===== src/rtl/csi_rx_raw10_depacker_pkg.sv =====
// rtl/csi_rx_raw10_depacker_pkg.sv - shared RAW10 pixel types and packing constants
package csi_rx_raw10_depacker_pkg;

    typedef logic [9:0] pix10_t;
    typedef pix10_t [3:0] pix_quad_t;

    localparam int RAW10_BYTES_PER_QUAD = 5;
    localparam int RAW10_GROUP_BITS     = 8 * RAW10_BYTES_PER_QUAD;
    localparam int BYTE_BUF_BYTES       = 6;
    localparam int BYTE_BUF_BITS        = 8 * BYTE_BUF_BYTES;

    typedef logic [RAW10_GROUP_BITS-1:0] raw10_group_t;

endpackage


===== src/rtl/csi_rx_raw10_unpack.sv =====
// rtl/csi_rx_raw10_unpack.sv - combinational 5-byte RAW10 group to 4-pixel quad mapper
module csi_rx_raw10_unpack
    import csi_rx_raw10_depacker_pkg::*;
(
    input  logic [39:0] group_bytes,
    output logic [39:0] quad
);

    raw10_group_t grp;
    pix_quad_t    q;

    assign grp = group_bytes;

    // Byte 4 carries the two LSBs of each of the four preceding pixels.
    always_comb begin
        q = '0;
        for (int n = 0; n < 4; n++) begin
            q[n] = {grp[8*n +: 8], grp[32 + 2*n +: 2]};
        end
    end

    assign quad = q;

endmodule


===== src/rtl/csi_rx_raw10_depacker.sv =====
// rtl/csi_rx_raw10_depacker.sv - 2-lane CSI-2 RAW10 depacker with line/frame timing and geometry
module csi_rx_raw10_depacker #(
    parameter int QUAD_CNT_W = 11,
    parameter int LINE_CNT_W = 12
) (
    input  logic                  clock,
    input  logic                  reset,
    input  logic                  enable,
    input  logic [15:0]           payload_in,
    input  logic                  payload_valid,
    input  logic                  in_frame,
    output logic [39:0]           pix_out,
    output logic                  pix_valid,
    output logic                  line_start,
    output logic                  line_end,
    output logic                  frame_start,
    output logic                  frame_end,
    output logic [QUAD_CNT_W-1:0] quads_per_line,
    output logic [LINE_CNT_W-1:0] lines_per_frame,
    output logic                  err_partial
);
    import csi_rx_raw10_depacker_pkg::*;

    logic [BYTE_BUF_BITS-1:0] buf_q;
    logic [2:0]               cnt_q;
    logic                     pv_q;
    logic                     if_q;
    logic                     first_q;
    logic [QUAD_CNT_W-1:0]    quad_cnt_q;
    logic [LINE_CNT_W-1:0]    line_cnt_q;
    logic [QUAD_CNT_W-1:0]    quads_per_line_q;
    logic [LINE_CNT_W-1:0]    lines_per_frame_q;
    logic                     pix_valid_q;
    logic                     line_start_q;
    logic [39:0]              pix_q;

    logic [BYTE_BUF_BITS-1:0] merged;
    logic [3:0]               cnt_sum;
    logic                     emit;
    logic                     line_end_raw;
    logic                     fs_raw;
    logic                     fe_raw;
    logic                     count_line;
    logic [LINE_CNT_W-1:0]    line_cnt_inc;
    logic [BYTE_BUF_BITS-1:0] buf_d;
    logic [2:0]               cnt_d;
    logic                     first_d;
    logic [39:0]              quad;
    logic                     live;

    // Bytes above cnt_q are always zero, so the new word can simply be OR'd in.
    assign merged       = buf_q | (BYTE_BUF_BITS'(payload_in) << {cnt_q, 3'b000});
    assign cnt_sum      = {1'b0, cnt_q} + 4'd2;
    assign emit         = payload_valid && (cnt_sum >= 4'(RAW10_BYTES_PER_QUAD));
    assign line_end_raw = pv_q & ~payload_valid;
    assign fs_raw       = in_frame & ~if_q;
    assign fe_raw       = ~in_frame & if_q;
    // A line ending on the same cycle the frame closes still belongs to that frame.
    assign count_line   = line_end_raw & (in_frame | if_q);
    assign line_cnt_inc = (count_line && (line_cnt_q != '1)) ? line_cnt_q + LINE_CNT_W'(1)
                                                             : line_cnt_q;

    always_comb begin
        buf_d = buf_q;
        cnt_d = cnt_q;
        if (line_end_raw) begin
            buf_d = '0;
            cnt_d = 3'd0;
        end else if (payload_valid) begin
            if (emit) begin
                buf_d = merged >> RAW10_GROUP_BITS;
                cnt_d = 3'(cnt_sum - 4'(RAW10_BYTES_PER_QUAD));
            end else begin
                buf_d = merged;
                cnt_d = cnt_sum[2:0];
            end
        end
    end

    always_comb begin
        first_d = first_q;
        if (emit) begin
            first_d = 1'b0;
        end else if (line_end_raw || fs_raw) begin
            first_d = 1'b1;
        end
    end

    csi_rx_raw10_unpack u_unpack (
        .group_bytes (merged[RAW10_GROUP_BITS-1:0]),
        .quad        (quad)
    );

    always_ff @(posedge clock or posedge reset) begin
        if (reset) begin
            buf_q             <= '0;
            cnt_q             <= 3'd0;
            pv_q              <= 1'b0;
            if_q              <= 1'b0;
            first_q           <= 1'b1;
            quad_cnt_q        <= '0;
            line_cnt_q        <= '0;
            quads_per_line_q  <= '0;
            lines_per_frame_q <= '0;
            pix_valid_q       <= 1'b0;
            line_start_q      <= 1'b0;
            pix_q             <= '0;
        end else if (enable) begin
            buf_q        <= buf_d;
            cnt_q        <= cnt_d;
            pv_q         <= payload_valid;
            if_q         <= in_frame;
            first_q      <= first_d;
            pix_valid_q  <= emit;
            line_start_q <= emit & (first_q | fs_raw);
            if (emit) begin
                pix_q <= quad;
            end

            if (line_end_raw) begin
                quads_per_line_q <= quad_cnt_q;
                quad_cnt_q       <= '0;
            end else if (emit && (quad_cnt_q != '1)) begin
                quad_cnt_q <= quad_cnt_q + QUAD_CNT_W'(1);
            end

            if (fs_raw) begin
                line_cnt_q <= '0;
            end else begin
                line_cnt_q <= line_cnt_inc;
            end
            if (fe_raw) begin
                lines_per_frame_q <= line_cnt_inc;
            end
        end
    end

    // Pulses are only presented on enabled cycles so a stalled quad is seen exactly once.
    assign live            = enable & ~reset;
    assign pix_out         = pix_q;
    assign pix_valid       = live & pix_valid_q;
    assign line_start      = live & line_start_q;
    assign line_end        = live & line_end_raw;
    assign err_partial     = live & line_end_raw & (cnt_q != 3'd0);
    assign frame_start     = live & fs_raw;
    assign frame_end       = live & fe_raw;
    assign quads_per_line  = quads_per_line_q;
    assign lines_per_frame = lines_per_frame_q;

endmodule


===== config.mk =====
export PLATFORM = sky130hd
export DESIGN_NAME = csi_rx_raw10_depacker
export DESIGN_NICKNAME = d
export VERILOG_FILES = /design/src/rtl/csi_rx_raw10_depacker_pkg.sv /design/src/rtl/csi_rx_raw10_unpack.sv /design/src/rtl/csi_rx_raw10_depacker.sv
export SDC_FILE = /design/constraint.sdc
export NUM_CORES = 1
export LEC_CHECK = 0
export CORE_UTILIZATION = 59
export CTS_BUF_LIST = sky130_fd_sc_hd__clkbuf_4 sky130_fd_sc_hd__clkbuf_8 sky130_fd_sc_hd__clkbuf_16
export CTS_CLUSTER_DIAMETER = 150
export DETAILED_ROUTE_END_ITERATION = 10
export GPL_TIMING_DRIVEN = 0
export PLACE_DENSITY = 0.93
export SLEW_MARGIN = 20
export SYNTH_ARGS = -nofsm -noshare
export SYNTH_HDL_FRONTEND = slang
export SYNTH_SLANG_ARGS = --single-unit

===== constraint.sdc =====
create_clock -name clock -period 17.7 [get_ports clock]
set_clock_uncertainty 0.2 [all_clocks]
set_input_delay 4.425 -clock clock [delete_from_list [all_inputs] [get_ports clock]]
set_output_delay 4.425 -clock clock [all_outputs]
set_load 0.03 [all_outputs]

==> metrics.md, run 1 <==
| Metric | Value |
|---|---|
| Status | completed |
| Syn_nets | 739 |
| Hold Crit Depth | 2 |
| Dpl hpwl | 13.2 mm |
| Hold_sp | quads_per_line[8] |
| Overflow after GRT | 0 |
| Fraction of layout instances using a drive strength above 1 | 0.0770 |
| Initial antenna violation count | 0 |
| R2R Path End | pix_out[0] |
| Core Box Area | 10900 sq um |
| PortBufs | 87 |
| Synth unique cells | 59 |
| Die Wd | 108 microns |
| Tot GR Track Use | 0.349 |
| Clock slew at reported path FFs | 60 ps |
| Wire length per cell | 19.5 microns |
| Slowest stage cell, crit path | clkdlybuf4s50_1 |
| H-Tree Depth | 4 |
| Peak supply drop | 0.000122 V |
| Final worst path period share | 0.637 |
| Pwr dens | 161 nW/um^2 |
| Initial drt markers | 602 |
| Hold Vio Cnt, Final | 0 |
| WS Path Type | primary input to primary output |
| Slew HR | 0.457 |
| Max Slew Vio Count | 0 |
| Crit path largest cell delay | 670 ps |
| Post-synthesis sequential area ratio | 0.533 |
| Largest net degree at the start of global routing | 115 |
| Number of flops mapped to enable cells by yosys | 0 |
| Die height | 108 microns |
| FF-to-FF path depth | 10 |
| Dpl cells | 939 |
| WHS Endpoint | quads_per_line[8] |
| Leak | 3.48 nW |
| Final RePlAce weighted congestion | 0.902 |
| Number of gates resized after cts | 0 |
| Gate Count Post-Synth | 711 |
| Post-Syn Area per Cell | 9.37 sq um |
| Ys async rst share | 1.00 |
| CTS tree | done |
| CP most frequent cell | clkdlybuf4s50_1 |
| RSZ-0062 raised after global routing | false |
| First-pass DRT Iterations | 5 |
| Slew @ Worst Pin | 807 ps |
| Final nets | 846 |
| Final min period | 11280 ps |
| Routed WL | 18.9 mm |
| Clk sinks | 142 |
| Worst Path Max Fanout | 114 |
| Setup TNS | 0 ps |
| Critical Path AT | 6660 ps |
| Fillers | 768 |
| Crit path required time | 13070 ps |
| Post-CTS setup repair buffer count | 0 |
| Crit. End Element | primary output |
| Worst setup path start | reset |
| Final setup vio count | 0 |
| DRC Markers | 0 |
| R2R Path Start | cnt_q[2] |
| Die ar. | 11700 sq um |
| Post-Layout Cell Count | 971 |
| N_diodes | 0 |
| Post-CTS Hold Buffers | 0 |
| Clock root buffer | clkbuf_16 |
| Most used DFF post-synth | dfrtp_1 |
| Synth warn | 0 |
| Seq cells post-synth | 142 |
| I/O pin count | 90 |
| Via density | 6.48 |
| CP delay by family, top | buffers and inverters |
| Worst skew pair latency | 430 ps |
| Buf/Inv on CP | 4 |
| CTS Buffer Depth | 2 |
| Cells along the critical path | clkdlybuf4s50_1, inv_8, buf_16, and3_1, clkdlybuf4s50_1 |
| Max Cap Viol | 0 |
| Fmax | 88.6 MHz |
| Vias | 6295 |
| Hold WC Path Type | register to register |
| Cell Area, Synth | 6670 sq um |
| Final ANT Viol Nets | 0 |
| First-pass GRT wire length | 30.9 mm |
| Initial core utilization | 0.609 |
| Register-to-register setup slack | 14030 ps |
| CP startpoint kind | primary input |
| Total CTS buffers | 17 |
| Cell Rows | 38 |
| Vias in the first global route | 6216 |
| Syn-to-layout area delta | 25.2% |
[layout make-up]
class | count | area (sq um) | area share
buffer | 46 | 193 | 0.0231
clock buffer | 19 | 447 | 0.0535
clock inverter | 13 | 139 | 0.0166
inverter | 9 | 41.3 | 0.00495
multi-input combinational | 514 | 2890 | 0.347
sequential | 142 | 3550 | 0.426
tap | 140 | 175 | 0.0210
timing repair buffer | 88 | 898 | 0.108
[routing by layer]
metal,part of all wire,GRT usage,vias up,wire [microns]
met1,0.39,0.435,3093,7360
met4,0.030,0.181,0,571
met2,0.50,0.577,350,9510
met3,0.079,0.0705,58,1500
li1,-,-,2794,-
met5,0,0,-,0
[sequential cells by signal (all words and copies together), names as in the netlist]
signal and flops:
line_cnt_q 12, quads_per_line 11, pv_q 1, lines_per_frame 12
first_q 1, quad_cnt_q 11, line_start_q 1, if_q 1
pix_out 40, cnt_q 3, buf_q 48, pix_valid_q 1
[cell usage after synthesis, types with 2 or more instances]
master     number  area share
buf_6           2      0.0034
inv_1           8      0.0045
a31oi_1        13       0.012
nand3_1        16       0.012
buf_1           3      0.0017
a221oi_1        7      0.0092
mux2_2          9       0.015
a22o_1          7      0.0092
a21oi_1        61       0.046
or4_1           6      0.0068
a221o_1         9       0.014
nor2_1         43       0.024
ha_1            6       0.011
and3_1          3      0.0028
a31o_2          4      0.0053
buf_2           4      0.0030
and2_1          3      0.0028
a41oi_1         2      0.0026
nor4_1          6      0.0056
nand2b_1        2      0.0019
nand4_1         4      0.0038
o31ai_1         7      0.0079
o21ai_0        87       0.065
dfrtp_1       141        0.53
nand2_1       133       0.075
o2bb2ai_1       2      0.0026
or4b_2          2      0.0030
clkbuf_1       37       0.021
o41ai_1         2      0.0026
mux2i_1        10       0.015
o311ai_0        7      0.0092
a2111oi_0       2      0.0026
nor3_1         16       0.012
o211ai_1        3      0.0034
a211oi_1        3      0.0034
or3_1          11       0.010
nor2b_1         6      0.0056
and4_1          3      0.0039
[worst max path at each step]
stage	endpoint	slack (ps)	cells after the start
4_1_cts	pix_valid	6340	5
3_5_place_dp	pix_valid	6340	5
2_1_floorplan	line_start	5020	2
5_1_grt	pix_valid	6210	5
6_report	line_start	6420	5
3_3_place_gp	line_start	3070	4
[cells by family (layout without fill, tap and decap cells)]
kind of cell / count (synthesis) / after routing / synth area share
adders and majority gates: 7 / 7 / 0.0143
muxes: 19 / 19 / 0.0302
DFF: 142 / 142 / 0.533
buffers and inverters: 55 / 175 / 0.0340
and+or+nand+nor: 261 / 261 / 0.179
AOI/OAI and AO/OA: 227 / 227 / 0.209
[stage by stage]
step                setup slack [ps]   util  total power, mW  hold slack (ps)  instance area [sq um]
floorplan                       5020      -            0.780              247                   6670
global placement                3070  0.705            0.956              259                   7710
detailed placement              6340  0.708            0.980              266                   7750
CTS                             6340  0.762             1.34              280                   8330
global route                    6210  0.763             1.41              299                   8340
finish                          6420  0.763             1.35              278                   8340
[worst register-to-register path, stage by stage, from the launching register on]
cell      delay [ps]
dfrtp_1          390
clkbuf_1         200
inv_1            130
clkbuf_1         470
fa_1             300
a21bo_2          260
nand3_1          350
clkbuf_1         560
clkbuf_1         480
nand2_1          130
o21ai_0          110
[cell usage in the layout (no fill, tap or decap), types with 9 or more instances in the layout]
| cell type | netlist | routed |
|---|---|---|
| dfrtp_1 | 141 | 141 |
| nand2_1 | 133 | 133 |
| o21ai_0 | 87 | 87 |
| clkdlybuf4s50_1 | 0 | 87 |
| a21oi_1 | 61 | 61 |
| nor2_1 | 43 | 43 |
| clkbuf_1 | 37 | 37 |
| clkbuf_16 | 0 | 17 |
| nand3_1 | 16 | 16 |
| nor3_1 | 16 | 14 |
| a31oi_1 | 13 | 13 |
| or3_1 | 11 | 11 |
| mux2i_1 | 10 | 10 |
| mux2_2 | 9 | 9 |
| a221o_1 | 9 | 9 |
[report_power, final]
group	leakage [nW]	switching [mW]	total (mW)	internal (mW)
sequential	1.88	0.0641	0.484	0.419
clock	0.287	0.141	0.354	0.213
combinational	1.31	0.321	0.510	0.189
(Power assumes the default switching activity.)
==> run 2: changes to the inputs <==
--- a/config.mk
+++ b/config.mk
@@ -5,12 +5,12 @@
 export SDC_FILE = /design/constraint.sdc
 export NUM_CORES = 1
 export LEC_CHECK = 0
-export CORE_UTILIZATION = 59
+export CORE_UTILIZATION = 55
 export CTS_BUF_LIST = sky130_fd_sc_hd__clkbuf_4 sky130_fd_sc_hd__clkbuf_8 sky130_fd_sc_hd__clkbuf_16
 export CTS_CLUSTER_DIAMETER = 150
 export DETAILED_ROUTE_END_ITERATION = 10
 export GPL_TIMING_DRIVEN = 0
-export PLACE_DENSITY = 0.93
+export PLACE_DENSITY = 0.88
 export SLEW_MARGIN = 20
 export SYNTH_ARGS = -nofsm -noshare
 export SYNTH_HDL_FRONTEND = slang
==> constraint.sdc (replaced) <==
create_clock -name clock -period 10.9 [get_ports clock]
set_clock_uncertainty 0.2 [all_clocks]
set_input_delay 2.725 -clock clock [delete_from_list [all_inputs] [get_ports clock]]
set_output_delay 2.725 -clock clock [all_outputs]
set_load 0.03 [all_outputs]
==> metrics.md, run 2 (synthesized netlist as in run 1, its figures left out) <==
| Metric | Value |
|---|---|
| Status | finished with violations (was completed) |
| Cell Rows | 39 (was 38) |
| Reg with most FFs | buf_q (unchanged) |
| Slew @ Worst Pin | 1080 ps (was 807 ps) |
| Peak supply drop | 0.000173 V (was 0.000122 V) |
| Fmax | 127 MHz |
| First-pass GRT wire length | 30.5 mm (was 30.9 mm) |
| Worst hold slack | 282 ps (was 278 ps) |
| Leak | 3.50 nW (was 3.48 nW) |
| Area occupied by multi-input gates | 2880 sq um (was 2890 sq um) |
| Fillers | 878 (was 768) |
| Vias in the first global route | 5958 (was 6216) |
| Most frequent cells in the layout | 141 x dfrtp_1, 133 x nand2_1, 87 x o21ai_0, 87 x clkdlybuf4s50_1, 61 x a21oi_1 (unchanged) |
| Wire length per cell | 19.1 microns (was 19.5 microns) |
| Worst skew pair latency | 430 ps (about the same) |
| Pwr dens | 265 nW/um^2 (was 161 nW/um^2) |
| Final nets | 846 (unchanged) |
| Final RePlAce weighted congestion | 0.899 (was 0.902) |
| Final core utilization | 0.723 (was 0.763) |
| Crit path required time | 7980 ps (was 13070 ps) |
| Via density | 6.30 (was 6.48) |
| Slew HR | 0.272 (was 0.457) |
| Largest net degree at the start of global routing | 117 (was 115) |
| I/O pin count | 90 (unchanged) |
| Initial drt markers | 484 (was 602) |
| Overflow after GRT | 0 (unchanged) |
| Clk sinks | 142 (unchanged) |
| Dpl hpwl | 12.9 mm (was 13.2 mm) |
| CP most frequent cell | clkdlybuf4s50_1 (unchanged) |
| CP delay by family, top | buffers and inverters (unchanged) |
| Post-CTS Hold Buffers | 0 (unchanged) |
| Clock root buffer | clkbuf_16 (unchanged) |
| Crit path largest cell delay | 670 ps (about the same) |
| Max FFs per register | 48 (unchanged) |
| DRC Markers | 5 (was 0) |
| Total design power | 2.23 mW (was 1.35 mW) |
| CP startpoint kind | primary input (unchanged) |
| Commonest non-fill, non-tap cell in the layout | dfrtp_1 (unchanged) |
| Tot GR Track Use | 0.316 (was 0.349) |
| Final min period | 7900 ps |
| Syn-to-layout area delta | 26.0% (was 25.2%) |
| RSZ-0062 raised after global routing | false (unchanged) |
| Slowest stage cell, crit path | clkdlybuf4s50_1 (unchanged) |
| Hold Vio Cnt, Final | 0 (unchanged) |
| Final ANT Viol Nets | 0 (unchanged) |
| Final worst path period share | 0.725 |
| Failing checks | design-rule violations |
| Crit. End Element | primary output (unchanged) |
| CTS tree | done (unchanged) |
| Number of gates resized after cts | 0 (unchanged) |
| H-Tree Depth | 4 (unchanged) |
| Initial antenna violation count | 0 (unchanged) |
| Die ar. | 12600 sq um (was 11700 sq um) |
| Fraction of layout instances using a drive strength above 1 | 0.0746 (was 0.0770) |
| PortBufs | 87 (unchanged) |
| Hold WC Path Type | register to register (unchanged) |
| Initial core utilization | 0.574 (was 0.609) |
| Final setup vio count | 0 (unchanged) |
| Max Slew Vio Count | 0 (unchanged) |
| Die height | 112 microns (was 108 microns) |
| Buf/Inv on CP | 4 (unchanged) |
| Routed WL | 18.6 mm (was 18.9 mm) |
| Post-CTS setup repair buffer count | 0 (unchanged) |
| Critical Path AT | 4980 ps (was 6660 ps) |
| N_diodes | 0 (unchanged) |
| Flip-flop and latch area | 3550 sq um (unchanged) |
| Vias | 6133 (was 6295) |
| Clock slew at reported path FFs | 60 ps (about the same) |
| Max Cap Viol | 0 (unchanged) |
| First-pass DRT Iterations | 8 (was 5) |
| Total CTS buffers | 17 (unchanged) |
| Core Box Area | 11600 sq um (was 10900 sq um) |
| WS Path Type | primary input to primary output (unchanged) |
| CTS Buffer Depth | 2 (unchanged) |
| Worst Path Max Fanout | 116 (was 114) |
| Die Wd | 112 microns (was 108 microns) |
| Cells along the critical path | clkdlybuf4s50_1, inv_8, buf_16, and3_1, clkdlybuf4s50_1 (unchanged) |
-- run 2: cell count changes in the layout (fill, tap and decap cells not counted), moves of 2 or more --
| cell | before | now |
|---|---|---|
| clkbuf_8 | 1 | 3 |
| bufinv_16 | 2 | 4 |
| clkbuf_4 | 1 | 3 |
| nor3_2 | 3 | 1 |
| clkinv_2 | 4 | 1 |
| clkinv_4 | 3 | 0 |
| nor3_1 | 14 | 16 |
-- run 2: through the flow --
stage | std cells | TNS (ps) | worst slack, ps | area [sq um]
after CTS | 974 | 0 | 2940 | 8400
after floorplan | 711 | 0 | 1620 | 6670
after global placement | 941 | -665 | -336 | 7710
after detailed placement | 942 | 0 | 2950 | 7750
after global routing | 974 | 0 | 2760 | 8400
final | 974 | 0 | 3000 | 8400
-- run 2: cell type report --
class	count	share of cell area
repair buffers	88	0.107
well taps	143	0.0213
flip-flops and latches	142	0.423
clock inverters	9	0.0186
multi-input cells	514	0.344
inverters	9	0.00492
clock buffers	23	0.0583
plain buffers	46	0.0230
-- run 2: power breakdown --
part           internal (mW)  switching [mW]
registers              0.681           0.100
clock network          0.409           0.221
logic                  0.305           0.511
total                   1.40           0.833
-- run 2: worst paths after layout --
kind,startpoint,to,slack (ps),depth (start not counted)
worst max register to register,cnt_q[2],pix_out[0],7350,10
worst min-delay path,quads_per_line[5],quads_per_line[5],280,2
worst max-delay path,reset,line_start,3000,5
max in group asynchronous,reset,buf_q[22],7090,3
worst min register to register,quads_per_line[5],quads_per_line[5],280,2
min in group asynchronous,reset,lines_per_frame[6],2600,2
-- run 2: routing by layer --
metal | global-route usage | up-vias | wire length [microns]
met2 | 0.527 | 269 | 9250
met3 | 0.0729 | 68 | 1180
met1 | 0.390 | 2996 | 7460
met4 | 0.155 | 0 | 726
met5 | 0 | - | 0
li1 | - | 2800 | -
-- run 2: worst register-to-register path: stages, from the launching register on --
cell      delay [ps]
dfrtp_1          380
clkbuf_1         190
inv_1            100
clkbuf_1         450
fa_1             310
a21bo_2          260
nand3_1          360
clkbuf_1         560
clkbuf_1         450
nand2_1          120
o21ai_0           80
